$ cat src/rtl/chord_if_fifo.sv
// chord_if_fifo: first-word-fall-through word FIFO between the bus write path
// and the execution consumer. It provides the fill level, full and almost-full
// levels, and sticky overflow and underflow flags for back-pressure.
//
// Handshake semantics: neither side has a ready signal.
// - A push (wr_valid) is accepted when the FIFO is not full. It is also
//   accepted when the FIFO is full and a pop on the same edge frees a slot.
//   Otherwise the word is dropped and overflow is set.
// - A pop (read_fifo_en) is accepted when the FIFO is not empty. Otherwise it
//   is ignored and underflow is set.
// - The head word is valid on out_fifo whenever empty is 0.
module chord_if_fifo #(
    parameter int DATA_W   = 32,
    parameter int ADDR_W   = 4,
    parameter int AFULL_TH = 12
) (
    input  logic              clk,
    input  logic              reset,
    input  logic              wr_valid,
    input  logic [DATA_W-1:0] wr_data,
    input  logic              read_fifo_en,
    input  logic              clr_flags,
    output logic [DATA_W-1:0] out_fifo,
    output logic              empty,
    output logic              full,
    output logic              almost_full,
    output logic [ADDR_W:0]   count,
    output logic              overflow,
    output logic              underflow
);

    localparam int DEPTH = 1 << ADDR_W;
    localparam logic [ADDR_W:0] DEPTH_C = DEPTH[ADDR_W:0];
    localparam logic [ADDR_W:0] AFULL_C = AFULL_TH[ADDR_W:0];

    logic [DATA_W-1:0] mem [DEPTH];
    logic [ADDR_W-1:0] wr_ptr;
    logic [ADDR_W-1:0] rd_ptr;

    logic push_ok;
    logic pop_ok;
    logic ovf_set;
    logic udf_set;

    // Level flags come straight from the count register, so they have no extra lag.
    assign empty       = (count == '0);
    assign full        = (count == DEPTH_C);
    assign almost_full = (count >= AFULL_C);

    // A pop while full frees the slot that this push overwrites. The slot's
    // old word is the head, which leaves the FIFO on the same edge.
    assign push_ok = wr_valid && (!full || read_fifo_en);
    assign pop_ok  = read_fifo_en && !empty;
    assign ovf_set = wr_valid && full && !read_fifo_en;
    assign udf_set = read_fifo_en && empty;

    // First-word-fall-through head. It is forced to zero while empty so that
    // stale storage never shows.
    assign out_fifo = empty ? '0 : mem[rd_ptr];

    // Storage write. No reset is needed because contents are only visible
    // through valid pointers.
    always_ff @(posedge clk) begin
        if (push_ok) begin
            mem[wr_ptr] <= wr_data;
        end
    end

    // Pointers and count. The pointers wrap naturally at DEPTH. The count is
    // kept as its own register so that full and empty are never ambiguous.
    always_ff @(posedge clk or posedge reset) begin
        if (reset) begin
            wr_ptr <= '0;
            rd_ptr <= '0;
            count  <= '0;
        end else begin
            if (push_ok) begin
                wr_ptr <= wr_ptr + 1'b1;
            end
            if (pop_ok) begin
                rd_ptr <= rd_ptr + 1'b1;
            end
            case ({push_ok, pop_ok})
                2'b10:   count <= count + 1'b1;
                2'b01:   count <= count - 1'b1;
                default: count <= count;
            endcase
        end
    end

    // Sticky error flags. A new error on the same edge as clr_flags keeps the flag set.
    always_ff @(posedge clk or posedge reset) begin
        if (reset) begin
            overflow  <= 1'b0;
            underflow <= 1'b0;
        end else begin
            overflow  <= ovf_set || (overflow && !clr_flags);
            underflow <= udf_set || (underflow && !clr_flags);
        end
    end

endmodule

$ cat config.mk
export PLATFORM = sky130hd
export DESIGN_NAME = chord_if_fifo
export DESIGN_NICKNAME = d
export VERILOG_FILES = /design/src/rtl/chord_if_fifo.sv
export SDC_FILE = /design/constraint.sdc
export NUM_CORES = 1
export LEC_CHECK = 0
export BUFFER_PORTS_ARGS = -buffer_cell sky130_fd_sc_hd__buf_2
export CAP_MARGIN = 10
export CORE_UTILIZATION = 60
export DETAILED_ROUTE_END_ITERATION = 7
export PLACE_DENSITY_LB_ADDON = 0.15
export SYNTH_ARGS = -nofsm -noshare
export SYNTH_HDL_FRONTEND = slang
export SYNTH_SLANG_ARGS = --single-unit
$ cat constraint.sdc
create_clock -name clk -period 5.6 [get_ports clk]
set_input_delay 0.84 -clock clk [delete_from_list [all_inputs] [get_ports clk]]
set_output_delay 0.84 -clock clk [all_outputs]
set_load 0.03 [all_outputs]
==> results_tabular.tex, run 1 <==
\begin{tabular}{lr}
\hline
Metric & Value \\
\hline
\multicolumn{2}{l}{\textbf{Status}} \\
Result of the run & complete, no violations \\
\multicolumn{2}{l}{\textbf{Routing}} \\
First-pass detailed-route iteration total & 5 \\
Vias & 9422 \\
Drt drc & 0 \\
Routed wire per std cell & 26.92 um \\
Vias per Instance & between 6 and 7 \\
Routed WL & $\sim$40000 um \\
DRC marker count from the first detailed-route iteration & 1000 \\
Post-DRT Antenna Nets & 0 \\
\multicolumn{2}{l}{\textbf{Run}} \\
Max Cap Violations & 0 \\
\multicolumn{2}{l}{\textbf{Synthesis}} \\
Dominant synthesized flop cell & sky130\_fd\_sc\_hd\_\_edfxtp\_1 \\
Sequential fraction of the synthesis area & 76.91\% \\
Area contributors post-synth & sky130\_fd\_sc\_hd\_\_edfxtp\_1 75\%, sky130\_fd\_sc\_hd\_\_mux4\_2 14\%, sky130\_fd\_sc\_hd\_\_mux2\_2 1.9\% \\
Number of warnings printed during yosys synthesis & 0 \\
Synth top area share & about three quarters \\
Fraction of synthesis flops using an asynchronous set or reset pin & 2.846\% \\
Netlist cell types & 41 \\
Count of state elements after synthesis & roughly 530 \\
Synthesized instance count & 898 \\
Average cell area after synthesis & 22.81 um2 \\
Cell taking the most area after synthesis & sky130\_fd\_sc\_hd\_\_edfxtp\_1 \\
Number of enable-type register cells in the synthesized netlist & roughly 510 \\
Post-synth net total & 944 \\
Most used standard cells in the synthesized netlist & 512 x sky130\_fd\_sc\_hd\_\_edfxtp\_1, 128 x sky130\_fd\_sc\_hd\_\_mux4\_2, 34 x sky130\_fd\_sc\_hd\_\_mux2\_2, 32 x sky130\_fd\_sc\_hd\_\_a221o\_1, 32 x sky130\_fd\_sc\_hd\_\_nor2b\_1 \\
Most numerous cell in the Yosys netlist & sky130\_fd\_sc\_hd\_\_edfxtp\_1 \\
Cell area after synthesis & 0.02048 mm2 \\
\multicolumn{2}{l}{\textbf{Clock network}} \\
Root Buffer & sky130\_fd\_sc\_hd\_\_clkbuf\_16 \\
Clock tree from TritonCTS & built \\
Resize count post-CTS & 0 \\
Number of hold buffers added after cts & 0 \\
Sink count of the clock tree & 527 \\
CTS Buffer Depth & 3 \\
Post-CTS setup repair buffer count & 0 \\
Number of levels in the clock H-tree & 2 \\
Number of buffers added by the clock tree synthesis step & 51 \\
Clock insertion delay at the later pin of the skew report & 0.56 ns \\
Clock Pin Slew Worst Setup and Hold Paths & roughly 0.06 ns \\
\multicolumn{2}{l}{\textbf{Die}} \\
Top Ports & 79 \\
Die ar. & about 0.035 mm2 \\
Die outline height & 186.8 um \\
Die W & 186.8 um \\
Core region area & 0.03353 mm2 \\
Number of placement rows & 67 \\
Initial core utilization & around three fifths \\
\multicolumn{2}{l}{\textbf{Worst setup path}} \\
Critical path data required time & 4.76 ns \\
Endpoint type of the worst setup path & primary output \\
Critical path launch point type & register \\
Worst Path Max Fanout & 19 \\
Data arrival, critical path & 3.41 ns \\
Crit Path Category & register to primary output \\
\multicolumn{2}{l}{\textbf{STA}} \\
Setup repair after global routing missed its margin & false \\
Transition time of the tightest slew-check pin & between 1 and 1.5 ns \\
Slew Limit Headroom & 22.15\% \\
Maximum operating frequency & roughly 0.24 GHz \\
Min Tclk post-route & approximately 4.3 ns \\
Post-Route Setup TNS & 0 ns \\
Number of failing setup endpoints in the final timing report & 0 \\
Final max-slew violation count & 0 \\
Fraction of the cycle the final worst path needs & between 70 and 80\% \\
Final hold slack & 0.3317 ns \\
Worst-case clock skew & around 0.011 ns \\
Fin. Hold Viols & 0 \\
\multicolumn{2}{l}{\textbf{Power}} \\
Leak pwr & 7.442 nW \\
Power per standard cell area & 523.5 mW/mm2 \\
Total chip power & between 10 and 15 mW \\
Max IR drop VDD & 0.0004493 V \\
\multicolumn{2}{l}{\textbf{Layout}} \\
Area growth from synthesis to layout & 12.37\% \\
Fraction of layout cells with a size suffix above 1 & 34.20\% \\
Final core utilization & approximately two thirds \\
Layout Cells excl Fill & 1493 \\
Nets & about 1100 \\
\multicolumn{2}{l}{\textbf{Placement}} \\
Instance count after placement with tap cells included & roughly 1400 \\
Port buffer count & 78 \\
Total half-perimeter wirelength after legalization and detailed placement & 21160 um \\
RD Place Congestion & 0.7485 \\
\multicolumn{2}{l}{\textbf{Global routing}} \\
First-pass GRT wire length & roughly 61000 um \\
Antenna violations before repair & 2 \\
Total congestion overflow & 0 \\
Gr usage total & 23.72\% \\
Largest net degree at the start of global routing & 62 \\
Via count of the first global-routing pass & 9830 \\
\multicolumn{2}{l}{\textbf{Min path}} \\
Hold WC Path Type & primary input to async pin \\
\hline
\end{tabular}
logic make-up after synthesis:
group	after synthesis	share of synthesized area [%]
compound gates	44	2.065
xor+xnor	11	0.4704
fa+ha+maj	9	0.5499
buf+inv	59	1.564
flops	527	76.91
mux	164	16.05
simple gates	84	2.395
layout by cell type (no fill, tap or decap), drive strengths merged, types with 2 or more instances in the layout:
master	synthesis	layout
a21oi	2	2
a221o	32	32
and3	4	4
buf	39	106
bufinv	0	2
clkbuf	11	68
clkinv	0	19
dfrtp	15	15
edfxtp	512	512
ha	9	9
inv	9	9
mux2	35	35
mux4	128	128
nand2	8	8
nand3	8	8
nand3b	2	2
nor2	15	15
nor2b	32	32
nor3	4	4
nor3b	2	2
nor4b	3	3
o211ai	2	2
o21ai	4	4
o31ai	2	2
xnor2	4	4
xor2	7	7
state kept, by name, indices dropped and copies added (netlist names):
register / cells
count: 5
mem: 512
overflow: 1
rd_ptr: 4
underflow: 1
wr_ptr: 4
worst max-delay path: stages (launching register included):
cell	delay [ns]
sky130_fd_sc_hd__dfrtp_1	0.48
sky130_fd_sc_hd__or4_4	0.65
sky130_fd_sc_hd__o211ai_4	0.63
sky130_fd_sc_hd__buf_4	0.43
sky130_fd_sc_hd__nor2b_1	0.09
sky130_fd_sc_hd__a221o_1	0.36
sky130_fd_sc_hd__buf_2	0.21
report_power, final:
part | switching, mW | leakage [nW] | internal, mW | total (mW)
registers | 0.417 | 4.80 | 4.76 | 5.18
logic | 2.03 | 1.90 | 1.68 | 3.71
clock network | 1.35 | 0.741 | 1.81 | 3.16
final timing paths:
path / startpoint / endpoint / slack, ns / cells after the start
min reg2reg: underflow / underflow / 0.54 / 2
max: count[1] / out_fifo[0] / 1.35 / 6
min in group clk: clr_flags / overflow / 0.48 / 2
max reg2reg: count[1] / count[4] / 2.34 / 10
max in group asynchronous: reset / rd_ptr[1] / 4.83 / 2
min: reset / count[3] / 0.33 / 2
cell type report:
| type | count | area (um2) |
|---|---|---|
| diodes | 1 | 2.502 |
| repair buffers | 106 | 625.6 |
| fillers | 2096 | 10520 |
| well taps | 448 | 560.5 |
| inverters | 9 | 33.78 |
| clock buffers | 68 | 1383 |
| flip-flops and latches | 527 | 15760 |
| multi-input cells | 312 | 4502 |
| clock inverters | 22 | 145.1 |
routing by layer:
metal	up-vias	wire length (um)	global-route usage, %
met5	-	12	0
met4	2	803	6.778
met3	70	2777	3.555
met2	365	19310	37.17
met1	4983	17300	35.54
li1	4002	-	-
per-stage QoR:
stage                     setup WS [ns]  instance area (um2)
after global routing              1.204                23010
final                             1.349                23010
after floorplan                  0.6114                20480
after detailed placement          1.939                21480
after CTS                         1.330                23010
after global placement            1.959                21480
Power figures use the tool's default switching activity.
==> run 2, diff against run 1 <==
- CORE_UTILIZATION: 60 -> 55
- clock period: 5.6 -> 3.5 ns (I/O delays scaled with it)
==> results_tabular.tex, run 2 (synthesis results as in run 1) <==
\begin{tabular}{lr}
\hline
Metric & Value \\
\hline
\multicolumn{2}{l}{\textbf{Status}} \\
Result of the run & complete, no violations \\
\multicolumn{2}{l}{\textbf{Clock network}} \\
Number of hold buffers added after cts & 0 \\
CTS Buffer Depth & 3 \\
Number of buffers added by the clock tree synthesis step & 52 \\
Sink count of the clock tree & between 500 and 600 \\
Root Buffer & sky130\_fd\_sc\_hd\_\_clkbuf\_16 \\
Clock insertion delay at the later pin of the skew report & 0.59 ns \\
Number of levels in the clock H-tree & 2 \\
Clock Pin Slew Worst Setup and Hold Paths & 0.06 ns \\
Clock tree from TritonCTS & built \\
\multicolumn{2}{l}{\textbf{Routing}} \\
Routed WL & about 42000 um \\
Vias & approximately 9400 \\
Drt drc & 0 \\
Vias per Instance & 6.144 \\
Post-DRT Antenna Nets & 0 \\
DRC marker count from the first detailed-route iteration & 704 \\
Routed wire per std cell & 27.49 um \\
First-pass detailed-route iteration total & 5 \\
\multicolumn{2}{l}{\textbf{Die}} \\
Die ar. & 0.03801 mm2 \\
Die outline height & between 150 and 200 um \\
Die W & 195.0 um \\
Top Ports & just under 80 \\
Core region area & 0.03661 mm2 \\
Initial core utilization & a little under three fifths \\
Number of placement rows & 70 \\
\multicolumn{2}{l}{\textbf{Run}} \\
Max Cap Violations & 0 \\
\multicolumn{2}{l}{\textbf{Layout}} \\
Area growth from synthesis to layout & 14.29\% \\
Fraction of layout cells with a size suffix above 1 & between 30 and 40\% \\
Filler Cells Inserted & 2445 \\
Leading cell types in the layout, fill and taps excluded & 512 x sky130\_fd\_sc\_hd\_\_edfxtp\_1, 128 x sky130\_fd\_sc\_hd\_\_mux4\_2, 78 x sky130\_fd\_sc\_hd\_\_buf\_2 \\
Nets & 1066 \\
Flip-flop count of the largest register, all copies and words added & between 500 and 600 \\
Registers with the most flip-flops & mem: 512 flops, count: 5 flops \\
Top reg by flops & mem \\
Commonest non-fill, non-tap cell in the layout & sky130\_fd\_sc\_hd\_\_edfxtp\_1 \\
Final core utilization & 63.93\% \\
\multicolumn{2}{l}{\textbf{Global routing}} \\
First-pass GRT wire length & 61860 um \\
Via count of the first global-routing pass & 9700 \\
Antenna violations before repair & 1 \\
Largest net degree at the start of global routing & 42 \\
Total congestion overflow & 0 \\
Gr usage total & 22.70\% \\
\multicolumn{2}{l}{\textbf{Worst setup path}} \\
Critical path launch point type & register \\
Critical path data required time & between 2 and 3 ns \\
Crit Path Category & register to primary output \\
Setup slack of the worst register-to-register path & 0.40 ns \\
Number of cells on the critical path & 6 \\
Slowest library cell on the worst path & sky130\_fd\_sc\_hd\_\_or4\_4 \\
Critical register-to-register path startpoint & count[1] \\
Worst-case reg-to-reg path depth & 10 \\
Critical Path, Cell by Cell & or4\_4, nor2\_8, nor3b\_2, buf\_4, a221o\_1, buf\_2 \\
Endpoint type of the worst setup path & primary output \\
Maximum cell stage delay along the critical path & approximately 0.63 ns \\
Critical path buffer and inverter count & 2 \\
Worst Path Max Fanout & 20 \\
Reg-to-reg critical path endpoint & count[4] \\
Top Family by Delay on Critical Path & simple AND/OR/NAND/NOR gates \\
Timing startpoint of the critical path & count[1] \\
Data arrival, critical path & 2.81 ns \\
CP Capture Point & out\_fifo[30] \\
\multicolumn{2}{l}{\textbf{STA}} \\
Final max-slew violation count & 0 \\
Worst-case clock skew & around 0.03 ns \\
Number of failing setup endpoints in the final timing report & 0 \\
Fraction of the cycle the final worst path needs & 95.15\% \\
Slew Limit Headroom & a little over a fifth \\
Fin. Hold Viols & 0 \\
Post-Route Setup TNS & 0 ns \\
Setup repair after global routing missed its margin & false \\
Maximum operating frequency & 0.3003 GHz \\
Transition time of the tightest slew-check pin & 1.179 ns \\
Final hold slack & 0.03314 ns \\
Min Tclk post-route & 3.330 ns \\
\multicolumn{2}{l}{\textbf{Placement}} \\
Total half-perimeter wirelength after legalization and detailed placement & 22400 um \\
RD Place Congestion & roughly 0.74 \\
Port buffer count & 78 \\
\multicolumn{2}{l}{\textbf{Min path}} \\
Hold WC Path Type & primary input to async pin \\
\multicolumn{2}{l}{\textbf{Power}} \\
Leak pwr & about 7.6 nW \\
Max IR drop VDD & 0.0004508 V \\
Power per standard cell area & 852.5 mW/mm2 \\
Total chip power & approximately 20 mW \\
\hline
\end{tabular}
==> run 2: cell types whose count changed in the layout (fill, tap and decap cells not counted), moves of 3 or more <==
cell                        before  now
sky130_fd_sc_hd__buf_12          2    9
sky130_fd_sc_hd__clkbuf_1       15   11
sky130_fd_sc_hd__nor3_2          4    0
sky130_fd_sc_hd__nor3_4          0    4
sky130_fd_sc_hd__buf_4          26   29
sky130_fd_sc_hd__bufinv_16       2    5
==> run 2: metal layers <==
metal,global-route usage (%),wire length (um),vias to the layer above
li1,-,-,4037
met1,31.90,17640,4997
met2,37.21,21080,297
met3,4.650,2689,55
met4,4.929,578,2
met5,0,13,-
==> run 2: power breakdown <==
group	internal, mW	switching, mW	total [mW]
registers	7.63	0.432	8.06
clock network	3.17	2.25	5.42
logic	2.90	3.58	6.48
total	13.7	6.26	20.0
==> run 2: layout make-up <==
type                       count  area [um2]  area share (%)
antenna                        2       5.005         0.02138
multi-input combinational    312        4536           19.38
sequential                   527       15760           67.34
clock buffer                  65        1393           5.950
tap                          468       585.6           2.502
clock inverter                27       261.5           1.117
inverter                       9       33.78          0.1443
timing repair buffer         118       830.8           3.549
==> run 2: stage by stage <==
stage / instances / area (um2) / worst slack (ns)
after floorplan: 898 / 20510 / -1.489
after global placement: 1428 / 21690 / 0.4717
after detailed placement: 1428 / 21690 / 0.3957
after CTS: 1520 / 23340 / 0.01394
after global routing: 1526 / 23400 / 0.08318
final: 1528 / 23410 / 0.1699
==> run 2: timing repair <==
item,in CTS,in global routing
gates resized for setup,0,1
setup buffers,0,6
setup endpoints to repair,0,8
==> run 2: worst min-delay path by stage <==
stage / slack, ns / startpoint / endpoint / cells after the start
2_1_floorplan: 0.43 / reset / count[0] / 1
3_3_place_gp: 0.51 / underflow / underflow / 2
3_5_place_dp: 0.53 / underflow / underflow / 2
4_1_cts: 0.04 / reset / count[3] / 2
5_1_grt: 0.08 / reset / count[3] / 2
6_report: 0.03 / reset / count[3] / 2
